===== src/rtl/data_bus_timer_resp.sv =====
// Data-bus slave with an LED register and a 64-bit machine timer with compare IRQ.
// Define DATA_BUS_TIMER_HI_LATCH_EN for a tear-free MTIME_HI read shadow.
module data_bus_timer_resp #(
  parameter int unsigned PrescaleDiv = 1,
  parameter int unsigned LedWidth    = 4
) (
  input  logic                clk_i,
  input  logic                rst_i,
  input  logic                req_i,
  output logic                gnt_o,
  output logic                rvalid_o,
  output logic                err_o,
  input  logic                we_i,
  input  logic [3:0]          be_i,
  input  logic [31:0]         addr_i,
  input  logic [31:0]         wdata_i,
  output logic [31:0]         rdata_o,
  output logic [LedWidth-1:0] led_o,
  output logic                irq_timer_o
);

  localparam logic [15:0] PresMax = 16'(PrescaleDiv - 1);

  typedef enum logic [2:0] {
    OffLed    = 3'd0,
    OffCtrl   = 3'd1,
    OffMtLo   = 3'd2,
    OffMtHi   = 3'd3,
    OffCmpLo  = 3'd4,
    OffCmpHi  = 3'd5,
    OffStatus = 3'd6,
    OffNone   = 3'd7
  } off_e;

  function automatic logic [31:0] merge(
    input logic [31:0] old,
    input logic [31:0] wd,
    input logic [3:0]  be
  );
    logic [31:0] r;
    for (int i = 0; i < 4; i++) begin
      r[8*i +: 8] = be[i] ? wd[8*i +: 8] : old[8*i +: 8];
    end
    return r;
  endfunction

  off_e off;
  logic wr;
  logic rd;
  logic tick;
  logic [31:0] hi_rd;

  logic [LedWidth-1:0] led_q, led_d;
  logic                en_q, en_d;
  logic [63:0]         mtime_q, mtime_d;
  logic [63:0]         cmp_q, cmp_d;
  logic [15:0]         presc_q, presc_d;
  logic                irq_q, irq_d;
  logic                rvalid_q, rvalid_d;
  logic                err_q, err_d;
  logic [31:0]         rdata_q, rdata_d;

  logic unused_addr;
  assign unused_addr = ^{addr_i[31:5], addr_i[1:0]};

  assign off = off_e'(addr_i[4:2]);
  assign wr  = req_i & we_i;
  assign rd  = req_i & ~we_i;

`ifdef DATA_BUS_TIMER_HI_LATCH_EN
  logic [31:0] shadow_q, shadow_d;

  assign hi_rd = shadow_q;

  always_comb begin
    shadow_d = shadow_q;
    if (rd && off == OffMtLo) begin
      shadow_d = mtime_q[63:32];
    end
  end

  always_ff @(posedge clk_i) begin
    if (rst_i) begin
      shadow_q <= '0;
    end else begin
      shadow_q <= shadow_d;
    end
  end
`else
  assign hi_rd = mtime_q[63:32];
`endif

  always_comb begin
    tick    = en_q && (presc_q == PresMax);
    presc_d = presc_q;
    if (en_q) begin
      presc_d = tick ? 16'd0 : presc_q + 16'd1;
    end
    mtime_d = tick ? mtime_q + 64'd1 : mtime_q;
    led_d   = led_q;
    en_d    = en_q;
    cmp_d   = cmp_q;
    irq_d   = en_q && (mtime_q >= cmp_q);

    // A write to either MTIME half wins over the tick increment.
    if (wr) begin
      unique case (off)
        OffLed: begin
          for (int i = 0; i < int'(LedWidth); i++) begin
            led_d[i] = be_i[i/8] ? wdata_i[i] : led_q[i];
          end
        end
        OffCtrl:  en_d = be_i[0] ? wdata_i[0] : en_q;
        OffMtLo:  mtime_d = {mtime_q[63:32],
                             merge(mtime_q[31:0], wdata_i, be_i)};
        OffMtHi:  mtime_d = {merge(mtime_q[63:32], wdata_i, be_i),
                             mtime_q[31:0]};
        OffCmpLo: cmp_d[31:0] = merge(cmp_q[31:0], wdata_i, be_i);
        OffCmpHi: cmp_d[63:32] = merge(cmp_q[63:32], wdata_i, be_i);
        OffStatus: ;
        OffNone:   ;
      endcase
    end
  end

  always_comb begin
    rvalid_d = req_i;
    err_d    = req_i && (off == OffNone);
    rdata_d  = '0;
    if (rd) begin
      unique case (off)
        OffLed:    rdata_d[LedWidth-1:0] = led_q;
        OffCtrl:   rdata_d[0] = en_q;
        OffMtLo:   rdata_d = mtime_q[31:0];
        OffMtHi:   rdata_d = hi_rd;
        OffCmpLo:  rdata_d = cmp_q[31:0];
        OffCmpHi:  rdata_d = cmp_q[63:32];
        OffStatus: rdata_d[0] = irq_q;
        OffNone:   rdata_d = '0;
      endcase
    end
  end

  always_ff @(posedge clk_i) begin
    if (rst_i) begin
      led_q    <= '0;
      en_q     <= 1'b0;
      mtime_q  <= '0;
      cmp_q    <= '1;
      presc_q  <= '0;
      irq_q    <= 1'b0;
      rvalid_q <= 1'b0;
      err_q    <= 1'b0;
      rdata_q  <= '0;
    end else begin
      led_q    <= led_d;
      en_q     <= en_d;
      mtime_q  <= mtime_d;
      cmp_q    <= cmp_d;
      presc_q  <= presc_d;
      irq_q    <= irq_d;
      rvalid_q <= rvalid_d;
      err_q    <= err_d;
      rdata_q  <= rdata_d;
    end
  end

  // A response still in flight when reset arrives is suppressed at once.
  assign gnt_o       = req_i;
  assign rvalid_o    = rvalid_q & ~rst_i;
  assign err_o       = err_q;
  assign rdata_o     = rdata_q;
  assign led_o       = led_q;
  assign irq_timer_o = irq_q;

endmodule

===== config.mk =====
export PLATFORM = sky130hd
export DESIGN_NAME = data_bus_timer_resp
export DESIGN_NICKNAME = d
export VERILOG_FILES = /design/src/rtl/data_bus_timer_resp.sv
export SDC_FILE = /design/constraint.sdc
export NUM_CORES = 1
export LEC_CHECK = 0
export BUFFER_PORTS_ARGS = -buffer_cell sky130_fd_sc_hd__buf_2
export CAP_MARGIN = 30
export CELL_PAD_IN_SITES_DETAIL_PLACEMENT = 0
export CELL_PAD_IN_SITES_GLOBAL_PLACEMENT = 1
export CORE_MARGIN = 2
export CORE_UTILIZATION = 35
export CTS_BUF_LIST = sky130_fd_sc_hd__clkbuf_4 sky130_fd_sc_hd__clkbuf_8
export CTS_CLUSTER_SIZE = 16
export DETAILED_ROUTE_END_ITERATION = 10
export GPL_TIMING_DRIVEN = 0
export PLACE_DENSITY = 0.74
export SYNTH_ARGS = -nofsm -noshare
export SYNTH_HDL_FRONTEND = slang
export SYNTH_SLANG_ARGS = --single-unit

===== constraint.sdc =====
create_clock -name clk_i -period 2.9 [get_ports clk_i]
set_input_delay 0 -clock clk_i [delete_from_list [all_inputs] [get_ports clk_i]]
set_output_delay 0 -clock clk_i [all_outputs]
set_load 0.01 [all_outputs]

Yosys cells after proc, flatten, opt, wreduce, memory -nomap -nowiden
Cells that the tools add are included.
Word-level totals
  output and inout port bits: 40
  logic and storage cells: 84
  bits in registers: 184
Cells by class
  equality and inequality tests: 17
  bitwise gates (word level): 6
  order comparisons: 1
  add/subtract/negate cells: 2
  multiplexer cells: 11
  reduce and logical (&&, ||, !) cells: 24
Operator list (number)
  2-to-1 mux 64 bit: 2
  case mux 64 bit (2 select lines): 1
  case mux 28 bit (4 select lines): 1
  adder 64 x 1 -> 64 bit, second input constant: 1
  greater-or-equal comparator 64 bit: 1
  2-to-1 mux 8 bit: 4
  AND reduction 3 bit: 10
  inequality test 3 bit, second input constant: 8
  adder 16 x 1 -> 16 bit, second input constant: 1
  zero test 16 bit: 1
  2-to-1 mux 16 bit: 1
  AND reduction 2 bit: 8
  case mux 3 bit (5 select lines): 1
  equality test 3 bit, second input constant: 4
  case mux 1 bit (8 select lines): 1
  equality test 3 x 2 -> 1 bit, second input constant: 2
  inequality test 2 bit, second input constant: 2
  AND 1 bit: 3
  equality test 3 x 1 -> 1 bit, second input constant: 1
  logical AND 1 bit: 3
  zero test 3 bit: 1
  inverter 1 bit: 3
  OR reduction 2 bit: 1

Longest topological paths before layout
Gate-level depths: netlist of the first run.
  word-level depth: 5
  mapped depth: 10
  depth with buffers taken out: 8

Worst setup path after synthesis of the first run
No wires, ideal clock.
  kind: register -> register
  start: register presc_q[0]
  end: register mtime_q[28]
  data required time: 2.783 ns
  clock period less this slack: 2.502 ns
  slack: 0.398 ns
  arrival: 2.384 ns
  cell stages (with the launch flop): 9
  setup time: 0.117 ns
  path through: dfxtp_1 -> inv_1 -> ha_1 -> nor4b_2 -> nand4_2 -> nor4_4 -> nand3_1 -> or4_1 -> a32o_1
On the way
  longest elaborated chain between the ends: 5
Ends and longest elaborated chain
  start: declaration: line 57  | logic [15:0] presc_q, presc_d;
  start signal: assignment: line 160  | presc_q <= presc_d;
  zero test 16 bit *: line 94  | tick = en_q && (presc_q == PresMax);
  logical AND 1 bit *: line 94
  2-to-1 mux 64 bit *: line 99  | mtime_d = tick ? mtime_q + 64'd1 : mtime_q;
  case mux 64 bit (2 select lines): line 107  | unique case (off)
  2-to-1 mux 64 bit *: line 106  | if (wr) begin
  end signal: assignment: line 158  | mtime_q <= mtime_d;
  end: declaration: line 55  | logic [63:0] mtime_q, mtime_d;
Mark *: on every way between the ends. The rest lies on a longest branch, timed or not.
A chain may end at the register's enable or synchronous reset.

Worst setup path in the final report of the first run
  start: register presc_q[0]
  end: register mtime_q[47]
The elaborated chain is that of the path after synthesis.

==> results of run 1 <==
[cell type report]
type	instances	share of cell area, %
repair buffers	132	6.89
inverters	77	2.29
multi-input cells	1022	51.7
well taps	396	3.92
clock inverters	14	1.54
flip-flops and latches	184	29.2
clock buffers	18	1.91
plain buffers	84	2.57
[power groups by stage]
stage	Combinational, mW	Clock [mW]	Sequential, mW
finish	0.478	2.00	2.60
global route	0.506	2.15	2.60
CTS	0.464	2.04	2.60
detailed placement	0.426	0	2.65
global placement	0.424	0	2.65
floorplan	0.217	0	2.64
[tightest hold or removal path, stage by stage]
cell,delay [ns]
buf_2,0.14
o21a_1,0.27
nand2_1,0.09
a21oi_1,0.06
[final timing paths]
path,start,endpoint,slack [ns],cells past startpoint
max,presc_q[0],mtime_q[47],-0.005,8
min,be_i[1],mtime_q[15],0.09,4
max reg2reg,presc_q[0],mtime_q[47],-0.005,8
min reg2reg,presc_q[1],presc_q[1],0.52,2
[flip-flops by register name, indices dropped and copies added (netlist names)]
register	flops
rdata_o	32
cmp_q	64
rvalid_q	1
err_o	1
irq_timer_o	1
presc_q	16
led_o	4
en_q	1
mtime_q	64
[logic make-up (layout without fill, tap and decap cells)]
| group | count (synthesis) | in the layout |
|---|---|---|
| flops | 184 | 184 |
| mux | 9 | 9 |
| compound gates | 421 | 421 |
| xor+xnor | 18 | 18 |
| buf+inv | 162 | 325 |
| simple gates | 507 | 507 |
| fa+ha+maj | 67 | 67 |
[synth_stat cells, types with 5 or more instances]
cell type,number
nand2_1,186
dfxtp_1,184
a21oi_1,106
clkbuf_1,79
nor2_1,78
inv_1,76
o211ai_1,75
a22oi_1,68
ha_1,67
nand3_1,61
o21ai_0,41
nand4_1,35
and3_1,33
nor3_1,23
nor4_1,19
a31oi_1,18
o22ai_1,13
xor2_1,13
o31a_1,10
o21ai_1,9
o31ai_1,9
mux2i_1,8
o21a_1,8
or3_1,8
or4_1,8
and2_1,7
and4_1,7
nor2b_1,7
a211oi_1,6
nand2b_1,6
o221ai_1,6
o41ai_1,6
a211o_1,5
a21o_1,5
a221oi_1,5
xnor2_1,5
[repair_timing]
item | 4_1_cts | 5_1_grt
hold buffers | 37 | 0
cloned | 0 | 0
pin swaps | 2 | 2
endpoints found under the setup margin | 33 | 26
gates resized for setup | 10 | 10
endpoints found under the hold margin | 132 | 0
buffers inserted | 4 | 5
[layer usage]
layer | wire length (um) | vias to the layer above | track usage, %
met5 | 0 | - | 0
met4 | 2140 | 0 | 12.8
met3 | 4210 | 111 | 5.60
met2 | 19500 | 601 | 43.2
met1 | 18700 | 5510 | 37.0
li1 | - | 5385 | -
==> flow_summary.toml, run 1 <==
[placed_design]
io_buffers = 82
place_area_um2 = 11700
place_hpwl_mm = 32.5
gp_congestion = 0.920
dpl.cell_count = 1850
dp_worst_setup_slack_ns = -0.557

[route]
vias = 11600
routed_via_density = 6.02
ant_nets = 0
drt_iter0_markers = 1199
totalWireLength_mm = 44.6
wl_per_cell_um = 23.1
drt_pass1_iterations = 6
drcViolationCount = 0

[pwr]
p_comb_share_pct = 9.4
switching_share_pct = 27.9
share_seq_of_total_power_pct = 51.1
p_per_area_nw_per_um2 = 402
p_clk_share_pct = 39.4
total_power_mw = 5.08
p_leak_nw = 5.13
p_sw_mw = 1.42
p_int_mw = 3.66
ir_worst_vdd_uv = 292

[logic_synthesis]
postSynth.asyncResetShare_pct = 0
synth_fp_nets = 1507
ys_ff_latch = 184
synth_area_leaders = "dfxtp_1, ha_1, nand2_1"
synth_top_area_cell = "dfxtp_1"
syn_area_per_cell_um2 = 7.86
synthesis.instances = 1368
synth_compound_area_share_pct = 26.3
syn_area_um2 = 10800
synth-seq-area-share_pct = 34.3
synth_top_area_share_pct = 34.3
synth_ff_type = "dfxtp_1"
synth-xor-area-share_pct = 1.47
ys_types = 74
synth_edf_count = 0
synthMuxAreaShare_pct = 0.849
synthAdderAreaFrac_pct = 7.80
yosys.area_share.simple_pct = 23.7
ys_warn_count = 0
synth_top_family_by_area = "compound AO/OA/AOI/OAI gates"

[sta]
rsz0062_at_grt = "yes"
layout_setup_ws_ns = -0.00512
setup_viol = 1
fin_setup_tns_ns = -0.00512
slew_headroom_pct = 35.3
hold_viol_final = 0
worst_pin_slew_ns = 0.962
fin_skew_ns = 0.0194
final_max_slew_viol_count = 0
layout_min_cycle_time_ns = 2.91
fin_crit_sh_pct = 100
max_freq_mhz = 344
hold_ws_ns = 0.0874

[setup_path]
endpoint_kind = "flop"
cp.required_ns = 3.34
worst-path-max-fanout = 6
startpoint_type = "flop"
worst-path-buf-inv = 1
crit_chain = "inv_1, ha_1, nor4b_2, nand4_1, or4_1, nor3_2, a22oi_1, o211ai_1"
worst_path_largest_cell_delay_ns = 0.87
cp_slowest_cell = "or4_1"
arrival_ns = 3.35
critPathTopFamily = "simple AND/OR/NAND/NOR gates"
worstSetupPathType = "flop to flop"

[floorplanning]
fp.dieH_um = 179
num_rows = 64
num_io_pins = 112
dieArea_um2 = 32100
core_um2 = 30400
start_util_pct = 35.3
chipWidth_um = 179

[clock_tree]
cts_made_buffers = 17
clk_path_buf_depth = 2
htree_levels = 4
clock_sinks = 184
cts-root-buf = "clkbuf_8"
cts_tree = "yes"
clkTransAtPathRegs_ns = 0.11
clock_latency_ns = 0.51

[flow_run]
maxCapViolCount = 0

[status]
violations = "negative setup slack"
status = "complete, but fails checks"

[finish]
final_area_um2 = 12600
antenna_cells = 0
fin_nets = 1657
multi_input_area_um2 = 6530
area_growth_pct = 17.5
final_util_pct = 41.5
fin_cells = 1927
drive_gt1_share_pct = 10.3
fillers = 3192
final-seq-area_um2 = 3690
final_cell_mix = "nand2_1, dfxtp_1, a21oi_1"
final_common_cell = "nand2_1"

[grt]
grt_pass1_vias = 10800
antenna_found_initial = 0
grt_overflow = 0
grt_max_degree = 17
grt_pass1_wl_mm = 66.3
grt_use_total_pct = 27.8

[min_path]
hold_path.class = "input pin to flop"
Power figures use the tool's default switching activity.
==> run 2: changes to the inputs <==
--- a/config.mk
+++ b/config.mk
@@ -16,6 +16,7 @@
 export DETAILED_ROUTE_END_ITERATION = 10
 export GPL_TIMING_DRIVEN = 0
 export PLACE_DENSITY = 0.74
+export RECOVER_POWER = 100
 export SYNTH_ARGS = -nofsm -noshare
 export SYNTH_HDL_FRONTEND = slang
 export SYNTH_SLANG_ARGS = --single-unit
==> flow_summary.toml, run 2 (same netlist as run 1, synthesis figures left out) <==
[placed_design]
place_hpwl_mm = 32.5
dp_worst_setup_slack_ns = -0.557
io_buffers = 82
gp_congestion = 0.920
place_area_um2 = 11700

[clock_tree]
clock_sinks = 184
clkTransAtPathRegs_ns = 0.11
cts-root-buf = "clkbuf_8"
clk_path_buf_depth = 2
cts_tree = "yes"
cts_made_buffers = 17
clock_latency_ns = 0.51
htree_levels = 4

[route]
ant_nets = 0
drt_pass1_iterations = 5
routed_via_density = 5.99
drcViolationCount = 0
vias = 11500
totalWireLength_mm = 44.5
drt_iter0_markers = 1083
wl_per_cell_um = 23.1

[grt]
grt_pass1_vias = 10800
grt_use_total_pct = 27.8
grt_pass1_wl_mm = 66.3
grt_max_degree = 17
grt_overflow = 0
antenna_found_initial = 0

[setup_path]
cp.required_ns = 3.28
worst-path-buf-inv = 1
startpoint_type = "flop"
worstSetupPathType = "flop to flop"
r2r-start = "mtime_q[25]"
crit_chain = "nand4_1, nor4_2, and3_1, nand3_2, clkbuf_2, o311ai_0, o21ai_1"
cp_slowest_cell = "dfxtp_1"
r2r-end = "mtime_q[52]"
r2r.worst_path.cells = 7
endpoint_kind = "flop"
worst-path-max-fanout = 10
arrival_ns = 3.28
critPathTopFamily = "simple AND/OR/NAND/NOR gates"
rrSetupSlack_ns = -0.005
worst_path_largest_cell_delay_ns = 0.60

[finish]
final_util_pct = 41.2
fillers = 3212
final_common_cell = "nand2_1"
fin_nets = 1657
area_growth_pct = 16.6
drive_gt1_share_pct = 7.38
antenna_cells = 0
final_area_um2 = 12500
final_cell_mix = "nand2_1, dfxtp_1, clkbuf_1"

[floorplanning]
dieArea_um2 = 32100
num_rows = 64
fp.dieH_um = 179
num_io_pins = 112
chipWidth_um = 179
core_um2 = 30400
start_util_pct = 35.3

[sta]
fin_skew_ns = 0.0243
final_max_slew_viol_count = 0
fin_crit_sh_pct = 100
rsz0062_at_grt = "yes"
slew_headroom_pct = 35.6
layout_min_cycle_time_ns = 2.91
layout_setup_ws_ns = -0.00530
max_freq_mhz = 344
setup_viol = 1
hold_viol_final = 0
worst_pin_slew_ns = 0.956

[status]
violations = "negative setup slack"
status = "complete, but fails checks"

[min_path]
min_from = "be_i[1]"
hold_path.class = "input pin to flop"
hold_path_end = "mtime_q[15]"
hold_path_depth = 4

[pwr]
ir_worst_vdd_uv = 292
p_leak_nw = 4.91
p_per_area_nw_per_um2 = 405

[flow_run]
maxCapViolCount = 0
## run 2: worst max path at each step
stage	from	to	slack, ns	depth (start not counted)
3_5_place_dp	presc_q[0]	mtime_q[52]	-0.56	9
6_report	mtime_q[25]	mtime_q[52]	-0.005	7
3_3_place_gp	presc_q[0]	mtime_q[52]	-0.52	9
5_1_grt	presc_q[0]	mtime_q[33]	-0.11	8
2_1_floorplan	presc_q[0]	mtime_q[28]	0.40	8
4_1_cts	presc_q[0]	mtime_q[57]	0.004	8
## run 2: worst register-to-register path, stage by stage (launching register included)
cell and delay [ns]:
dfxtp_1 0.60, nand4_1 0.26, nor4_2 0.47, and3_1 0.32
nand3_2 0.26, clkbuf_2 0.37, o311ai_0 0.40, o21ai_1 0.11
## run 2: what timing repair did
action	in CTS	in global routing
resized for setup	10	10
setup buffers	4	5
setup endpoints to repair	33	26
endpoints found under the hold margin	132	0
hold buffers	37	0
pin swaps	2	2
## run 2: through the flow
stage,TNS (ns),cells,hold slack [ns],total power [mW]
finish,-0.00530,1927,0.0879,5.08
global route,-0.829,1927,0.0785,5.26
CTS,0,1923,0.0347,5.10
detailed placement,-7.83,1850,0.313,3.08
global placement,-9.03,1846,0.302,3.08
floorplan,0,1368,0.0867,2.86
## run 2: metal layers
| layer | share of wire (%) | vias to the layer above | routed length (um) | GRT usage [%] |
|---|---|---|---|---|
| li1 | - | 5390 | - | - |
| met5 | 0 | - | 0 | 0 |
| met3 | 8.6 | 101 | 3820 | 5.60 |
| met1 | 43 | 5486 | 19100 | 37.0 |
| met2 | 44 | 563 | 19500 | 43.2 |
| met4 | 4.6 | 0 | 2060 | 12.8 |
## run 2: where the power goes
part	total [mW]	internal (mW)	switching (mW)
registers	2.60	2.56	0.0395
clock network	2.01	0.954	1.06
logic	0.475	0.148	0.327
## run 2: area by class of cell
type / instances / area (um2) / area share [%]
clock inverters: 14 / 194 / 1.55
flip-flops and latches: 184 / 3690 / 29.4
inverters: 77 / 289 / 2.31
plain buffers: 84 / 322 / 2.56
clock buffers: 18 / 241 / 1.93
multi-input cells: 1022 / 6500 / 51.9
repair buffers: 132 / 802 / 6.40
well taps: 396 / 495 / 3.95
